--- src/rtl/tdes_pkg.sv ---
// tdes_pkg: sequencer states, round-core mode codes and the per-pass key schedule for 3DES
package tdes_pkg;
    typedef enum logic [1:0] {IDLE, CLEAR, PASS, DONE} state_e;
    localparam logic [2:0] CLR_MODE = 3'b100;
    localparam logic [2:0] RUN_MODE = 3'b000;
    localparam int BEATS = 4;
    localparam logic [1:0] K1 = 2'd0;
    localparam logic [1:0] K2 = 2'd1;
    localparam logic [1:0] K3 = 2'd2;
    typedef struct packed {
        logic [1:0] sel;
        logic       rev;
    } key_cfg_t;
    // E-D-E walks K1..K3 forward, D-E-D walks K3..K1; direction flips every pass
    function automatic key_cfg_t pass_key(input logic dec, input logic single, input logic [1:0] p);
        key_cfg_t k;
        k.sel = single ? K1 : (p == 2'd1) ? K2 : (dec ^ p[1]) ? K3 : K1;
        k.rev = single ? dec : dec ^ p[0];
        return k;
    endfunction
endpackage

--- src/rtl/tdes_pass_sequencer.sv ---
// tdes_pass_sequencer: runs a 4-beat DES round core three times (E-D-E / D-E-D) or once per block,
// feeding each half-swapped pass result back in and handing the final block out on valid/ready.
module tdes_pass_sequencer
    import tdes_pkg::*;
(
    input  logic        clk,
    input  logic        n_rst,
    input  logic        in_valid,
    output logic        in_ready,
    input  logic [63:0] in_block,
    input  logic        in_decrypt,
    input  logic        in_single,
    input  logic        keys_valid,
    output logic        out_valid,
    input  logic        out_ready,
    output logic [63:0] out_block,
    output logic        core_enable,
    output logic [2:0]  core_mode,
    output logic [63:0] core_block,
    input  logic        core_ready,
    input  logic [63:0] core_out,
    output logic [1:0]  key_sel,
    output logic        key_rev,
    output logic        seq_err
);
    state_e      state_q, state_d;
    logic [63:0] blk_q, blk_d;
    logic [63:0] fb_q, fb_d;
    logic        dec_q, dec_d;
    logic        sgl_q, sgl_d;
    logic [1:0]  p_q, p_d;
    logic [1:0]  b_q, b_d;
    key_cfg_t    key_q, key_d;
    logic        err_q, err_d;
    logic        last_beat;
    logic        last_pass;

    assign last_beat = (state_q == PASS) && (b_q == 2'(BEATS - 1));
    assign last_pass = sgl_q ? (p_q == 2'd0) : (p_q == 2'd2);

    always_ff @(posedge clk or negedge n_rst) begin
        if (!n_rst) begin
            state_q <= IDLE;
            blk_q   <= '0;
            fb_q    <= '0;
            dec_q   <= 1'b0;
            sgl_q   <= 1'b0;
            p_q     <= '0;
            b_q     <= '0;
            key_q   <= '0;
            err_q   <= 1'b0;
        end else begin
            state_q <= state_d;
            blk_q   <= blk_d;
            fb_q    <= fb_d;
            dec_q   <= dec_d;
            sgl_q   <= sgl_d;
            p_q     <= p_d;
            b_q     <= b_d;
            key_q   <= key_d;
            err_q   <= err_d;
        end
    end

    always_comb begin
        state_d = state_q;
        blk_d   = blk_q;
        fb_d    = fb_q;
        dec_d   = dec_q;
        sgl_d   = sgl_q;
        p_d     = p_q;
        b_d     = b_q;
        key_d   = key_q;
        // the core may only report ready on the closing beat of a pass
        err_d   = err_q | (core_ready != last_beat);
        unique case (state_q)
            IDLE: begin
                if (in_valid && in_ready) begin
                    blk_d   = in_block;
                    dec_d   = in_decrypt;
                    sgl_d   = in_single;
                    state_d = CLEAR;
                end
            end
            CLEAR: begin
                p_d     = '0;
                b_d     = '0;
                key_d   = pass_key(dec_q, sgl_q, 2'd0);
                state_d = PASS;
            end
            PASS: begin
                b_d = b_q + 2'd1;
                if (last_beat) begin
                    fb_d = {core_out[31:0], core_out[63:32]};
                    b_d  = '0;
                    if (last_pass) begin
                        state_d = DONE;
                    end else begin
                        p_d   = p_q + 2'd1;
                        key_d = pass_key(dec_q, sgl_q, p_q + 2'd1);
                    end
                end
            end
            DONE: state_d = out_ready ? IDLE : DONE;
            default: state_d = IDLE;
        endcase
    end

    assign in_ready    = n_rst && keys_valid && (state_q == IDLE);
    assign out_valid   = (state_q == DONE);
    assign out_block   = fb_q;
    assign core_enable = (state_q == PASS);
    assign core_mode   = (state_q == CLEAR) ? CLR_MODE : RUN_MODE;
    assign core_block  = (p_q == 2'd0) ? blk_q : fb_q;
    assign key_sel     = key_q.sel;
    assign key_rev     = key_q.rev;
    assign seq_err     = err_q;
endmodule

--- config.mk ---
export PLATFORM = sky130hd
export DESIGN_NAME = tdes_pass_sequencer
export DESIGN_NICKNAME = d
export VERILOG_FILES = /design/src/rtl/tdes_pkg.sv /design/src/rtl/tdes_pass_sequencer.sv
export SDC_FILE = /design/constraint.sdc
export NUM_CORES = 1
export LEC_CHECK = 0
export CAP_MARGIN = 20
export CORE_MARGIN = 4
export CORE_UTILIZATION = 50
export CTS_CLUSTER_DIAMETER = 80
export CTS_CLUSTER_SIZE = 14
export DETAILED_ROUTE_END_ITERATION = 12
export DONT_BUFFER_PORTS = 1
export HOLD_SLACK_MARGIN = 0.03
export SYNTH_ARGS = -nofsm -noshare
export SYNTH_HDL_FRONTEND = slang
export SYNTH_SLANG_ARGS = --single-unit
--- constraint.sdc ---
create_clock -name clk -period 2.5 [get_ports clk]
set_clock_uncertainty 0.15 [all_clocks]
set_input_delay 0.5 -clock clk [delete_from_list [all_inputs] [get_ports clk]]
set_output_delay 0.5 -clock clk [all_outputs]
set_load 0.02 [all_outputs]
==> impl_metrics.ini, run 1 <==
[critical_path]
criticalPathCategory = register to output pin
critPathRequiredTime_ps = 1850
worst-path-max-fanout = 37
startpoint_type = register
endpoint_kind = output pin
cp.arrival_ps = 1790

[cells_and_area]
layout.cell_area.non_filler_mm2 = 0.00701
total_area_of_multi_input_combinational_cells_mm2 = 0.00258
area_growth_syn_to_layout_pct = 13.0
count_of_inserted_antenna_diode_cells = 0
regArea_mm2 = 0.00350
nNetsFinal = 556
final_util = 0.582
fill_cells = 981
drive_above_1_share = 0.565

[routing]
drt_first_iter_violations = 172
vias = 3344
route.detailed.vias_per_inst = 5.64
firstDrtPassIters = 4
drt-total-wl_um = 13300
drt_drc_violations_left = 0
final_antenna_net_count = 0
detail_route.wl_per_cell_um = 22.4

[cts]
cts.reportedPaths.clkPinSlew_ps = 50
ctsLongestPathBuffers = 2
cts.repair_timing.setup_buffer_count = 0
ctsResizeCount = 0
cts_buffers = 17
root_buffer = clkbuf_16
clk-insertion-delay-late_ps = 400
cts_tree = done
clkSinkCount = 140
ctsHtreeMaxLevel = 4

[floorplanning]
design.core.area_mm2 = 0.0121
initial_utilization = 0.514
die_width_um = 119
row_count = 40
dieArea_mm2 = 0.0143
vert_die_dim_um = 119
ioPinCount = 274

[run_status]
failing_checks = negative hold slack
outcome = complete, but fails checks

[power]
switchingPower_mw = 2.94
intPower_mw = 5.64
pwr-share-comb = 0.292
vdd.ir_drop.worst_v = 0.000776
leakage_power_total_nw = 3.11
pd_cells_mw_per_mm2 = 1220
clkPwrFrac = 0.280
sw_frac_of_total = 0.343
seq_power_share = 0.428

[logic_synthesis]
synth.yosys.warnings = 0
ys.flop_type = dfrtp_1
synth_largest_area_cell = dfrtp_1
synth.most_common_cell = mux2_2
postSynthAreaPerCell_um2 = 15.2
ys_types = 31
async_set_reset_flop_share_out_of_synthesis = 1.00
post_synth_edffs = 0
synth_cells = 409
synth_area_leaders = dfrtp_1 (56%), mux2_2 (36%), buf_2 (1.7%)
portion_of_the_post_synthesis_area_used_by_sequential_elements = 0.565
post-synth-top-area-fraction = 0.565
synth-seq-cells = 140
synth.cells.most_frequent = mux2_2 (197), dfrtp_1 (140), buf_2 (21), ha_1 (8), inv_1 (8)
synthesis.area_mm2 = 0.00620

[timing]
achievable_freq_ghz = 0.409
rsz0062_at_grt = yes
finalHoldViolations = 140
finalCriticalPeriod_ps = 2440
hold-worst-slack_ps = -362
setup_viol_count_final = 0
setup_tns_final_ps = 0
final_min_period_over_clock_period = 0.977
timing_max_transition_violations_final = 0

[placement]
port_bufs = 0
finalWeightedCongestion = 0.730
dp.final_hpwl_um = 9470
dpl-instance-area_mm2 = 0.00644

[global_route]
number_of_global_route_vias_before_repair = 3589
global_route_wire_length_before_repair_um = 20500
largest_net_degree_at_the_start_of_global_routing = 143
global_route.usage.total = 0.186
overflow = 0
antenna_found_initial = 0

[min_path]
hold_path.class = input port to asynchronous set/reset pin

[run]
max_cap_viol_count = 0
-- cell families (layout without fill, tap and decap cells) --
family | Yosys count | in the layout | synth area share
compound gates | 15 | 15 | 0.0188
xor+xnor | 2 | 2 | 0.00282
fa+ha+maj | 8 | 8 | 0.0161
buf+inv | 32 | 47 | 0.0248
flops | 140 | 140 | 0.565
mux | 197 | 197 | 0.358
other cells | 1 | 2 | 0.000604
simple gates | 14 | 14 | 0.0147
-- cell type report --
class                           count  share of cell area
Tap cell                          168              0.0300
Multi-Input combinational cell    238               0.368
Clock buffer                       25              0.0735
Sequential cell                   140               0.499
Inverter                            8             0.00428
Timing Repair Buffer                7              0.0164
Clock inverter                      7             0.00856
-- path summary, 6_finish.rpt --
check	start	end	slack, ps	cells past startpoint
setup / recovery	p_q[0]$_DFFE_PN0P_	core_block[5]	60	4
hold / removal	n_rst	blk_q[6]$_DFFE_PN0P_	-360	0
hold reg to reg	blk_q[14]$_DFFE_PN0P_	blk_q[14]$_DFFE_PN0P_	350	1
setup reg to reg	state_q[0]$_DFFE_PN0P_	state_q[0]$_DFFE_PN0P_	390	5
max in group asynchronous	n_rst	blk_q[26]$_DFFE_PN0P_	2370	0
min in group clk	core_ready	seq_err$_DFF_PN0_	80	2
-- sequential cells by signal, summed over array words and instances, names as in the netlist --
name and cells:
b_q 2, key_rev 1, key_sel 2, seq_err 1
sgl_q 1, state_q 2, out_block 64, p_q 2
blk_q 64, dec_q 1
-- power groups by stage --
stage	registers (mW)	clock network (mW)	logic [mW]
3_3_place_gp	3.70	0	2.47
4_1_cts	3.68	2.46	2.54
6_report	3.67	2.40	2.51
2_1_floorplan	3.52	0	2.24
5_1_grt	3.77	2.58	2.69
3_5_place_dp	3.70	0	2.53
-- layer usage --
metal / track usage / vias to the layer above / routed length [um]
met5: 0 / - / 0
met4: 0.0558 / 0 / 127
met3: 0.0940 / 12 / 1340
met2: 0.303 / 152 / 6760
met1: 0.215 / 1697 / 5060
li1: - / 1483 / -
-- worst max-delay path, cell delays in order, from the launching register on --
cell,delay [ps]
dfrtp_1,390
inv_1,130
ha_4,180
buf_12,220
mux2_2,440
-- cell usage in the layout, fill, tap and decap left out, drive strengths merged --
master	n
o21a	1
nand4	1
and3	2
a31o	1
ha	8
o221a	1
nor2	1
nand4b	1
inv	8
nor3b	1
conb	2
clkinv	6
nand3	1
a32o	1
bufinv	1
o311ai	1
a211o	1
a211oi	2
clkbuf	25
or3b	1
a22o	1
nand2b	3
o21ai	3
a21boi	1
mux2	197
nor2b	1
nand2	2
buf	7
dfrtp	140
o22ai	1
xor2	2
a2111oi	1
-- metrics by stage --
stage               hold WS [ps]  total power [mW]  worst slack, ps  std cells
floorplan                   54.4              5.76              395        410
global placement            57.9              6.17              480        561
detailed placement          58.4              6.24              392        561
CTS                         -383              8.68             26.2        593
global route                -391              9.04            -20.0        593
finish                      -362              8.58             57.9        593
Note: power is estimated with default switching activity, not from simulation.
==> inputs of run 2 (changes only) <==
==> constraint.sdc (replaced) <==
create_clock -name clk -period 2.5 [get_ports clk]
set_clock_uncertainty 0.15 [all_clocks]
set_input_delay 0.25 -clock clk [delete_from_list [all_inputs] [get_ports clk]]
set_output_delay 0.25 -clock clk [all_outputs]
set_load 0.02 [all_outputs]
==> run 2 against run 1 <==
Effect of this change: the run now fails in clock tree synthesis; synthesized cell count stayed put; area after synthesis is the same.
==> impl_metrics.ini, run 2 <==
[logic_synthesis]
portion_of_the_post_synthesis_area_used_by_sequential_elements = 0.565
synth.cells.most_frequent = mux2_2 (197), dfrtp_1 (140), buf_2 (21), ha_1 (8), inv_1 (8)
postSynthAreaPerCell_um2 = 15.2
synth_largest_area_cell = dfrtp_1
async_set_reset_flop_share_out_of_synthesis = 1.00
synth_cells = 409
synth_area_leaders = dfrtp_1 (56%), mux2_2 (36%), buf_2 (1.7%)
ys_types = 31
synth.most_common_cell = mux2_2
post-synth-top-area-fraction = 0.565
synth.yosys.warnings = 0
ys.flop_type = dfrtp_1
post_synth_edffs = 0
synth-seq-cells = 140
synthesis.area_mm2 = 0.00620

[run_status]
run.stop_error = [ERROR RSZ-0060] Max buffer count reached.
outcome = aborted with a tool error
flow.stopped_at = clock tree synthesis

[placement]
port_bufs = 0
dp.final_hpwl_um = 9550
finalWeightedCongestion = 0.778

[cts]
clkSinkCount = 140
cts-hold-fix-buffers = 119
ctsLongestPathBuffers = 2
ctsResizeCount = 0
root_buffer = clkbuf_16
cts.repair_timing.setup_buffer_count = 1
cts_buffers = 17
ctsHtreeMaxLevel = 4

[floorplanning]
row_count = 40
initial_utilization = 0.514
die_width_um = 119
ioPinCount = 274
vert_die_dim_um = 119
[run 2: cell counts after synthesis]
Identical to the previous run, type by type.
[run 2: through the flow]
stage          utilization  hold WS, ps  setup slack [ps]  cell area, um^2  std cells
3_3_place_gp         0.532         -192               454             6420        560
3_5_place_dp         0.532         -192               389             6420        560
2_1_floorplan            -         -196               508             6210        410
[run 2: cell families after synthesis]
logic type | Yosys count | share of synthesized area
AND/OR/NAND/NOR | 14 | 0.0147
adder cells (fa/ha/maj) | 8 | 0.0161
multiplexers | 197 | 0.358
AO/OA/AOI/OAI | 15 | 0.0188
XOR/XNOR | 2 | 0.00282
flip-flops | 140 | 0.565
buffers and inverters | 32 | 0.0248
other | 1 | 0.000604
==> inputs of run 3 (changes only) <==
CORE_UTILIZATION = 35   (was 50)
CTS_CLUSTER_DIAMETER = unset   (was 80)
CTS_CLUSTER_SIZE = unset   (was 14)
HOLD_SLACK_MARGIN = unset   (was 0.03)
PLACE_DENSITY_LB_ADDON = 0.15   (was unset)
==> run 3 against run 2 <==
Effect of this change: the run again fails in clock tree synthesis; synthesized cell count stayed put; area after synthesis unchanged.
==> impl_metrics.ini, run 3 <==
[cts]
clkSinkCount = 140
ctsLongestPathBuffers = 2
ctsHtreeMaxLevel = 4
cts_buffers = 17
cts.repair_timing.setup_buffer_count = 0
root_buffer = clkbuf_16
ctsResizeCount = 0
cts-hold-fix-buffers = 131

[logic_synthesis]
async_set_reset_flop_share_out_of_synthesis = 1.00
post_synth_edffs = 0
ys.flop_type = dfrtp_1
synth.cells.most_frequent = mux2_2 (197), dfrtp_1 (140), buf_2 (21), ha_1 (8), inv_1 (8)
ys_types = 31
post-synth-top-area-fraction = 0.565
synth.yosys.warnings = 0
synth_largest_area_cell = dfrtp_1
synth.most_common_cell = mux2_2
postSynthAreaPerCell_um2 = 15.2
synth_area_leaders = dfrtp_1 (56%), mux2_2 (36%), buf_2 (1.7%)
synthesis.area_mm2 = 0.00620
portion_of_the_post_synthesis_area_used_by_sequential_elements = 0.565
synth-seq-cells = 140
synth_cells = 409

[placement]
port_bufs = 0
preCtsSetupSlack_ps = 377
dp.final_hpwl_um = 10300
finalWeightedCongestion = 0.735

[floorplanning]
initial_utilization = 0.357
die_width_um = 141
row_count = 48
ioPinCount = 274
vert_die_dim_um = 141

[run_status]
run.stop_error = [ERROR RSZ-0060] Max buffer count reached.
flow.stopped_at = clock tree synthesis
outcome = aborted with a tool error
run 3: cell counts after synthesis:
Identical to the previous run, type by type.
run 3: logic make-up after synthesis:
family / Yosys count / synth area share
buffers and inverters: 32 / 0.0248
multiplexers: 197 / 0.358
AO/OA/AOI/OAI: 15 / 0.0188
adder cells (fa/ha/maj): 8 / 0.0161
AND/OR/NAND/NOR: 14 / 0.0147
flip-flops: 140 / 0.565
XOR/XNOR: 2 / 0.00282
other: 1 / 0.000604
run 3: per-stage QoR:
step                cells  hold slack [ps]  instance area [um^2]
floorplan             410             -196                  6210
global placement      618             -191                  6470
detailed placement    618             -191                  6470
